**src/rtl/r2sdf_butterfly_stage_if.sv**
```systemverilog
// Stream, twiddle-ROM and output signals of one R2SDF butterfly stage.
// The master side feeds samples and twiddles; the stage itself is the slave.
interface r2sdf_butterfly_stage_if #(
    parameter int N     = 3,
    parameter int STAGE = 1,
    parameter int DW    = 16,
    parameter int TW    = 16
);
    localparam int AW = (STAGE > 1) ? STAGE - 1 : 1;

    logic                 start_ip;
    logic signed [DW-1:0] ip_re;
    logic signed [DW-1:0] ip_im;
    logic        [AW-1:0] tw_addr;
    logic signed [TW-1:0] tw_re;
    logic signed [TW-1:0] tw_im;
    logic signed [DW-1:0] op_re;
    logic signed [DW-1:0] op_im;
    logic                 start_op;
    logic        [N-1:0]  out_idx;

    modport master (
        output start_ip, ip_re, ip_im, tw_re, tw_im,
        input  tw_addr, op_re, op_im, start_op, out_idx
    );

    modport slave (
        input  start_ip, ip_re, ip_im, tw_re, tw_im,
        output tw_addr, op_re, op_im, start_op, out_idx
    );
endinterface

```
**src/rtl/r2sdf_butterfly_stage.sv**
```systemverilog
// One radix-2 single-path delay-feedback FFT butterfly stage with span 2^(STAGE-1),
// plus the bit-reversed frame position of each output sample.
module r2sdf_butterfly_stage #(
    parameter int N     = 3,
    parameter int STAGE = 1,
    parameter int DW    = 16,
    parameter int TW    = 16
) (
    input  logic                         clk,
    input  logic                         rst,
    r2sdf_butterfly_stage_if.slave       bus
);
    localparam int D  = 1 << (STAGE - 1);
    localparam int KW = STAGE;
    localparam int AW = (STAGE > 1) ? STAGE - 1 : 1;
    localparam int PW = DW + TW;
    localparam int XW = DW + 3;
    localparam logic signed [XW-1:0] SAT_MAX = XW'((1 << (DW - 1)) - 1);
    localparam logic signed [XW-1:0] SAT_MIN = -SAT_MAX - XW'(1);

    function automatic logic signed [DW-1:0] half_sat(input logic signed [XW-1:0] v);
        logic signed [XW-1:0] h;
        h = v >>> 1;
        if (h > SAT_MAX)      return SAT_MAX[DW-1:0];
        else if (h < SAT_MIN) return SAT_MIN[DW-1:0];
        else                  return h[DW-1:0];
    endfunction

    function automatic logic [N-1:0] bitrev(input logic [N-1:0] v);
        logic [N-1:0] r;
        for (int i = 0; i < N; i++) r[i] = v[N-1-i];
        return r;
    endfunction

    logic [KW-1:0]        cnt;
    logic                 running;
    logic [KW-1:0]        k_cur;
    logic                 active;
    logic                 phase_b;
    logic                 start_nxt;

    logic signed [DW-1:0] dl_re [D];
    logic signed [DW-1:0] dl_im [D];
    logic signed [DW-1:0] head_re;
    logic signed [DW-1:0] head_im;

    logic signed [PW:0]   br_x, bi_x, wr_x, wi_x;
    logic signed [PW:0]   prod_re, prod_im;
    logic signed [XW-1:0] t_re, t_im, a_re, a_im;
    logic signed [DW-1:0] sum_re, sum_im, diff_re, diff_im;
    logic signed [DW-1:0] push_re, push_im;

    logic signed [DW-1:0] op_re_p0, op_im_p0;
    logic                 start_op_p0;
    logic [N-1:0]         pos_p0;
    logic [N-1:0]         pos_nxt;
    logic [N-1:0]         out_idx_p0;

    // A start_ip forces k = 0 for the sample presented with it, even mid-block.
    assign k_cur     = bus.start_ip ? '0 : cnt;
    assign active    = bus.start_ip | running;
    assign phase_b   = k_cur[KW-1];
    assign start_nxt = (k_cur == KW'(D));

    generate
        if (STAGE > 1) begin : g_addr
            assign bus.tw_addr = k_cur[AW-1:0];
        end else begin : g_addr1
            assign bus.tw_addr = '0;
        end
    endgenerate

    assign head_re = dl_re[D-1];
    assign head_im = dl_im[D-1];

    // Complex multiply b * W at full precision, floor-scaled back by the Q1.(TW-2) unit.
    assign br_x    = (PW+1)'(bus.ip_re);
    assign bi_x    = (PW+1)'(bus.ip_im);
    assign wr_x    = (PW+1)'(bus.tw_re);
    assign wi_x    = (PW+1)'(bus.tw_im);
    assign prod_re = br_x * wr_x - bi_x * wi_x;
    assign prod_im = br_x * wi_x + bi_x * wr_x;
    assign t_re    = XW'(prod_re >>> (TW - 2));
    assign t_im    = XW'(prod_im >>> (TW - 2));

    assign a_re    = XW'(head_re);
    assign a_im    = XW'(head_im);
    assign sum_re  = half_sat(a_re + t_re);
    assign sum_im  = half_sat(a_im + t_im);
    assign diff_re = half_sat(a_re - t_re);
    assign diff_im = half_sat(a_im - t_im);

    assign push_re = phase_b ? diff_re : bus.ip_re;
    assign push_im = phase_b ? diff_im : bus.ip_im;
    assign pos_nxt = start_nxt ? '0 : pos_p0 + N'(1);

    // Stage boundary p0: output, delay line and block/frame counters.
    always_ff @(posedge clk or posedge rst) begin
        if (rst) begin
            cnt         <= '0;
            running     <= 1'b0;
            op_re_p0    <= '0;
            op_im_p0    <= '0;
            start_op_p0 <= 1'b0;
            pos_p0      <= '0;
            out_idx_p0  <= '0;
            for (int i = 0; i < D; i++) begin
                dl_re[i] <= '0;
                dl_im[i] <= '0;
            end
        end else if (active) begin
            cnt         <= k_cur + KW'(1);
            running     <= 1'b1;
            op_re_p0    <= phase_b ? sum_re : head_re;
            op_im_p0    <= phase_b ? sum_im : head_im;
            start_op_p0 <= start_nxt;
            pos_p0      <= pos_nxt;
            out_idx_p0  <= bitrev(pos_nxt);
            dl_re[0]    <= push_re;
            dl_im[0]    <= push_im;
            for (int i = 1; i < D; i++) begin
                dl_re[i] <= dl_re[i-1];
                dl_im[i] <= dl_im[i-1];
            end
        end else begin
            start_op_p0 <= 1'b0;
        end
    end

    assign bus.op_re    = op_re_p0;
    assign bus.op_im    = op_im_p0;
    assign bus.start_op = start_op_p0;
    assign bus.out_idx  = out_idx_p0;

endmodule

```
**src/flat_wrapper.sv**
```systemverilog
// flat-port wrapper written by rule: the top's interface ports become plain ports
module r2sdf_butterfly_stage_flat 
#(
    parameter int N     = 3,
    parameter int STAGE = 1,
    parameter int DW    = 16,
    parameter int TW    = 16
)
  (clk, rst, bus_start_ip, bus_ip_re, bus_ip_im, bus_tw_re, bus_tw_im, bus_tw_addr, bus_op_re, bus_op_im, bus_start_op, bus_out_idx);
  r2sdf_butterfly_stage_if #(.N(N), .STAGE(STAGE), .DW(DW), .TW(TW)) bus_i ();
  input  logic clk;
  input  logic rst;
  input wire logic [$bits(bus_i.start_ip)-1:0] bus_start_ip;
  input wire logic [$bits(bus_i.ip_re)-1:0] bus_ip_re;
  input wire logic [$bits(bus_i.ip_im)-1:0] bus_ip_im;
  input wire logic [$bits(bus_i.tw_re)-1:0] bus_tw_re;
  input wire logic [$bits(bus_i.tw_im)-1:0] bus_tw_im;
  output wire logic [$bits(bus_i.tw_addr)-1:0] bus_tw_addr;
  output wire logic [$bits(bus_i.op_re)-1:0] bus_op_re;
  output wire logic [$bits(bus_i.op_im)-1:0] bus_op_im;
  output wire logic [$bits(bus_i.start_op)-1:0] bus_start_op;
  output wire logic [$bits(bus_i.out_idx)-1:0] bus_out_idx;
  assign bus_i.start_ip = bus_start_ip;
  assign bus_i.ip_re = bus_ip_re;
  assign bus_i.ip_im = bus_ip_im;
  assign bus_i.tw_re = bus_tw_re;
  assign bus_i.tw_im = bus_tw_im;
  assign bus_tw_addr = bus_i.tw_addr;
  assign bus_op_re = bus_i.op_re;
  assign bus_op_im = bus_i.op_im;
  assign bus_start_op = bus_i.start_op;
  assign bus_out_idx = bus_i.out_idx;
  r2sdf_butterfly_stage #(.N(N), .STAGE(STAGE), .DW(DW), .TW(TW)) u_core (.clk(clk), .rst(rst), .bus(bus_i));
endmodule
```
**config.mk**
```make
export PLATFORM = sky130hd
export DESIGN_NAME = r2sdf_butterfly_stage_flat
export DESIGN_NICKNAME = d
export VERILOG_FILES = /design/src/rtl/r2sdf_butterfly_stage_if.sv /design/src/rtl/r2sdf_butterfly_stage.sv /design/src/flat_wrapper.sv
export SDC_FILE = /design/constraint.sdc
export NUM_CORES = 2
export LEC_CHECK = 0
export CAP_MARGIN = 0
export CELL_PAD_IN_SITES_DETAIL_PLACEMENT = 0
export CELL_PAD_IN_SITES_GLOBAL_PLACEMENT = 1
export CORE_MARGIN = 2
export CORE_UTILIZATION = 40
export CTS_BUF_LIST = sky130_fd_sc_hd__clkbuf_4
export CTS_CLUSTER_SIZE = 16
export DETAILED_ROUTE_END_ITERATION = 6
export DONT_BUFFER_PORTS = 1
export GPL_TIMING_DRIVEN = 0
export PLACE_DENSITY = 0.75
export SLEW_MARGIN = 20
export SYNTH_ARGS = -nofsm -noshare
export SYNTH_HDL_FRONTEND = slang
export SYNTH_SLANG_ARGS = --single-unit
```
**constraint.sdc**
```tcl
create_clock -name clk -period 4.35 [get_ports clk]
set_input_delay 0.87 -clock clk [delete_from_list [all_inputs] [get_ports clk]]
set_output_delay 0.87 -clock clk [all_outputs]
set_load 0.005 [all_outputs]
```
==> results.md <==
- The run finished, with violations left.
- The final reports fail on negative setup slack.
- The synthesized netlist cell count is 5457.
- For this run, design rule violations remaining after detail routing come to 0.
- The synthesis warning total is 0.
- Clock skew on the completed layout was measured at 0.0294 ns.
- The start of the worst register-to-register path is u_core.dl_re[2].
- The average footprint of a synthesized cell is 8.80 µm².
- The required time at the endpoint of the critical path is 4.69 ns.
- The number of port buffers is 0.
- The height of the chip is 351 µm.
- Setup repair after global routing could not meet its margin everywhere.
- Setup slack on the worst reg-to-reg path comes out at 0.49 ns.
- Timing would allow up to 98.6 MHz.
- The per-cell via count in the routed design is 5.33.
- The fraction of synthesis flops using an asynchronous set or reset pin is 100%.
- The worst setup path startpoint is bus_ip_re[2].
- The CTS tree is yes.
- In this run the deepest clock path goes through 2 buffers.
- The initial cell density of the core is 40.2%.
- The smallest hold slack is 0.174 ns.
- The region available for standard cell placement spans 119000 µm².
- In this run the horizontal extent of the chip is 351 µm.
- The path class of the tightest hold or removal check is input pin to asynchronous set/reset pin.
- The average wire length per cell after detail routing is 23.2 µm.
- The number of sinks on the clock net is 70.
- The post-detailed-route count of antenna-violating nets is 0.
- OpenSTA, run right after detailed placement, puts the worst setup slack at -8.13 ns.
- The worst setup path is of the input pin to register kind.
- The worst path uses 233% of the clock period.
- The boundary pin count is 104.
- The global-route congestion overflow total is 0.
- After synthesis, the netlist uses 78 different library cells.
- The H-tree was split into 3 levels.
- The sequential-to-total area share from yosys stat is 3.65%.
- The worst relative slew slack is 28.3%.
- The number of antenna violations at the first check in global routing came to 33.
- The post-synthesis register bit count is 70.
- The mapped netlist covers 48000 µm².
- The overall routed net length is 168 mm.
- At the end of routability-driven placement, the weighted congestion stood at 1.03.
- Yosys mapped a number of flops with a built-in enable equal to 0.
- The detailed router placed 38680 vias in this run.
- Setup violations remaining at the end of the flow were counted as 64.
- The die covers 123000 µm².
- In the final design database the tool counted 7188 nets.
- The number of max-cap violations is 0.
- The minimum period implied by the final worst setup slack is 10.14 ns.
- The cell sitting at the root of the clock tree is a sky130_fd_sc_hd__clkbuf_4.
- The count of hold-fix buffers inserted at cts is 0.
- The number of nets produced by synthesis is 7045.
- The data arrival time at the worst-slack endpoint is 10.48 ns.
- Ranked by total cell area, the synthesized netlist is headed by sky130_fd_sc_hd__fa_1 44%, sky130_fd_sc_hd__ha_1 12%, sky130_fd_sc_hd__inv_1 9.9%.
- The highest fanout seen on the critical path is 10.
- The final-report hold violation count is 0.
- For this run, the leading register cell type out of synthesis is sky130_fd_sc_hd__dfrtp_1.
- The number of buffers inserted during clock tree synthesis is 9.
- The number of iterations in the first detailed-routing pass is 6.
- The cell type with the highest aggregate area in the netlist is sky130_fd_sc_hd__fa_1.
- The via count of the first global-routing pass is 39610.
- The post-CTS clock slew at the launch and capture registers of the worst setup and hold paths is 0.13 ns.
- The latest clock arrival within the worst-skew pair is 0.49 ns.
- The master of the slowest instance on the critical path is sky130_fd_sc_hd__fa_1.
- The leading cell type by number of instances after synthesis is sky130_fd_sc_hd__inv_1.
- The area share of the largest cell type after synthesis is 43.8%.
- The first-iteration detailed-routing DRC count is 3529.
- The global-route wire length before repair is 252 mm.
- In this design, the stage delay of the slowest critical-path cell is 0.52 ns.
- The final HPWL from detailed placement is 135 mm.
- The global routing usage summed across all routing layers is 28.0%.
- Relative to the synthesized area, the layout overhead comes to 13.0%.
- Cells with a size suffix above 1 make up 11.7% of the layout.
- For the pin with the worst max-slew slack, the measured transition is 1.05 ns.
- Setup slack on the critical path of the routed design comes to -5.79 ns.
- By count the netlist is led by 1268 x sky130_fd_sc_hd__inv_1, 1052 x sky130_fd_sc_hd__fa_1, 585 x sky130_fd_sc_hd__nand2_1.
- Entering global routing, the biggest net connects 54 pins.
- The final-layout fill cell count is 11896.
- The worst setup path is captured at a register.
- The worst setup path is launched from an input pin.
- The row count is 127.
- The number of max-slew violations in the final report is 0.
placed cells by master, fill, tap and decap left out, types with 42 or more instances in the layout:
cell type	Yosys	final
sky130_fd_sc_hd__a21o_1	74	74
sky130_fd_sc_hd__a21oi_1	176	126
sky130_fd_sc_hd__a22oi_1	58	57
sky130_fd_sc_hd__and2_1	482	472
sky130_fd_sc_hd__buf_4	1	133
sky130_fd_sc_hd__clkbuf_2	0	58
sky130_fd_sc_hd__clkbuf_4	0	64
sky130_fd_sc_hd__dfrtp_1	70	70
sky130_fd_sc_hd__fa_1	1052	1043
sky130_fd_sc_hd__ha_1	469	435
sky130_fd_sc_hd__inv_1	1268	1251
sky130_fd_sc_hd__nand2_1	585	581
sky130_fd_sc_hd__nand2b_1	52	50
sky130_fd_sc_hd__nand3_1	56	42
sky130_fd_sc_hd__nor2_1	181	164
sky130_fd_sc_hd__o211ai_1	50	50
sky130_fd_sc_hd__o21ai_0	72	49
sky130_fd_sc_hd__xnor2_1	168	140
sky130_fd_sc_hd__xor2_1	62	49
worst paths after layout:
check,to,cells after the start
setup / recovery,u_core.bus.op_re[11],44
hold / removal,u_core.bus.start_op,1
setup reg to reg,u_core.bus.op_re[11],16
hold reg to reg,u_core.bus.op_im[11],2
max in group asynchronous,u_core.dl_im[9],2
min in group clk,u_core.cnt,1
logic make-up after synthesis:
logic type | Yosys count | share of synthesized area (%)
AO/OA/AOI/OAI | 617 | 8.64
AND/OR/NAND/NOR | 1500 | 15.4
adder cells (fa/ha/maj) | 1521 | 56.1
other | 1 | 0.00781
XOR/XNOR | 230 | 4.19
multiplexers | 7 | 0.156
buffers and inverters | 1511 | 11.9
flip-flops | 70 | 3.65
repair_timing:
action	in CTS	in global routing
buffers inserted	88	46
setup endpoints to repair	64	64
cloned	6	0
gates resized for setup	515	173
pin swaps	108	93
critical path: cells and delay by family:
family	cells	cell delay, ns
compound gates	19	4.05
simple gates	5	0.71
xor+xnor	4	0.56
fa+ha+maj	9	3.39
buf+inv	7	0.85
area by class of cell:
cell class              instances  area [µm²]  share of cell area (%)
multi-input cells            3876       42400                    78.2
inverters                    1268        4780                    8.81
well taps                    1612        2020                    3.72
plain buffers                 236        1860                    3.42
flip-flops and latches         70        1750                    3.23
repair buffers                139        1190                    2.20
diodes                         40         100                   0.184
clock inverters                 7        70.1                   0.129
clock buffers                   9        67.6                   0.124
registers in the layout, indices dropped and copies added, names as in the netlist:
signal	count
u_core.pos_p0	1
u_core.dl_re	16
u_core.bus.start_op	1
u_core.running	1
u_core.bus.op_re	16
u_core.bus.out_idx	2
u_core.bus.op_im	16
u_core.dl_im	16
u_core.cnt	1
per-layer routing:
layer,vias up,track usage (%),wire [µm]
met5,-,0,144
met1,19708,38.6,67800
met2,1844,41.7,71600
li1,16847,-,-
met3,261,8.43,21500
met4,20,9.82,7140
through the flow:
step           instances  area [µm²]  utilization, %  setup TNS (ns)
2_1_floorplan       5457       48400               -         -332.25
5_1_grt             7221       54200            45.4         -378.55
3_5_place_dp        7070       50500            42.3         -501.50
6_report            7257       54300            45.4         -356.21
3_3_place_gp        7069       50500            42.2         -497.24
4_1_cts             7176       53300            44.6         -351.78
Power is left out: the tool's default activity adds up to more than one toggle a clock period on the data nets, which glitch-free logic cannot reach.
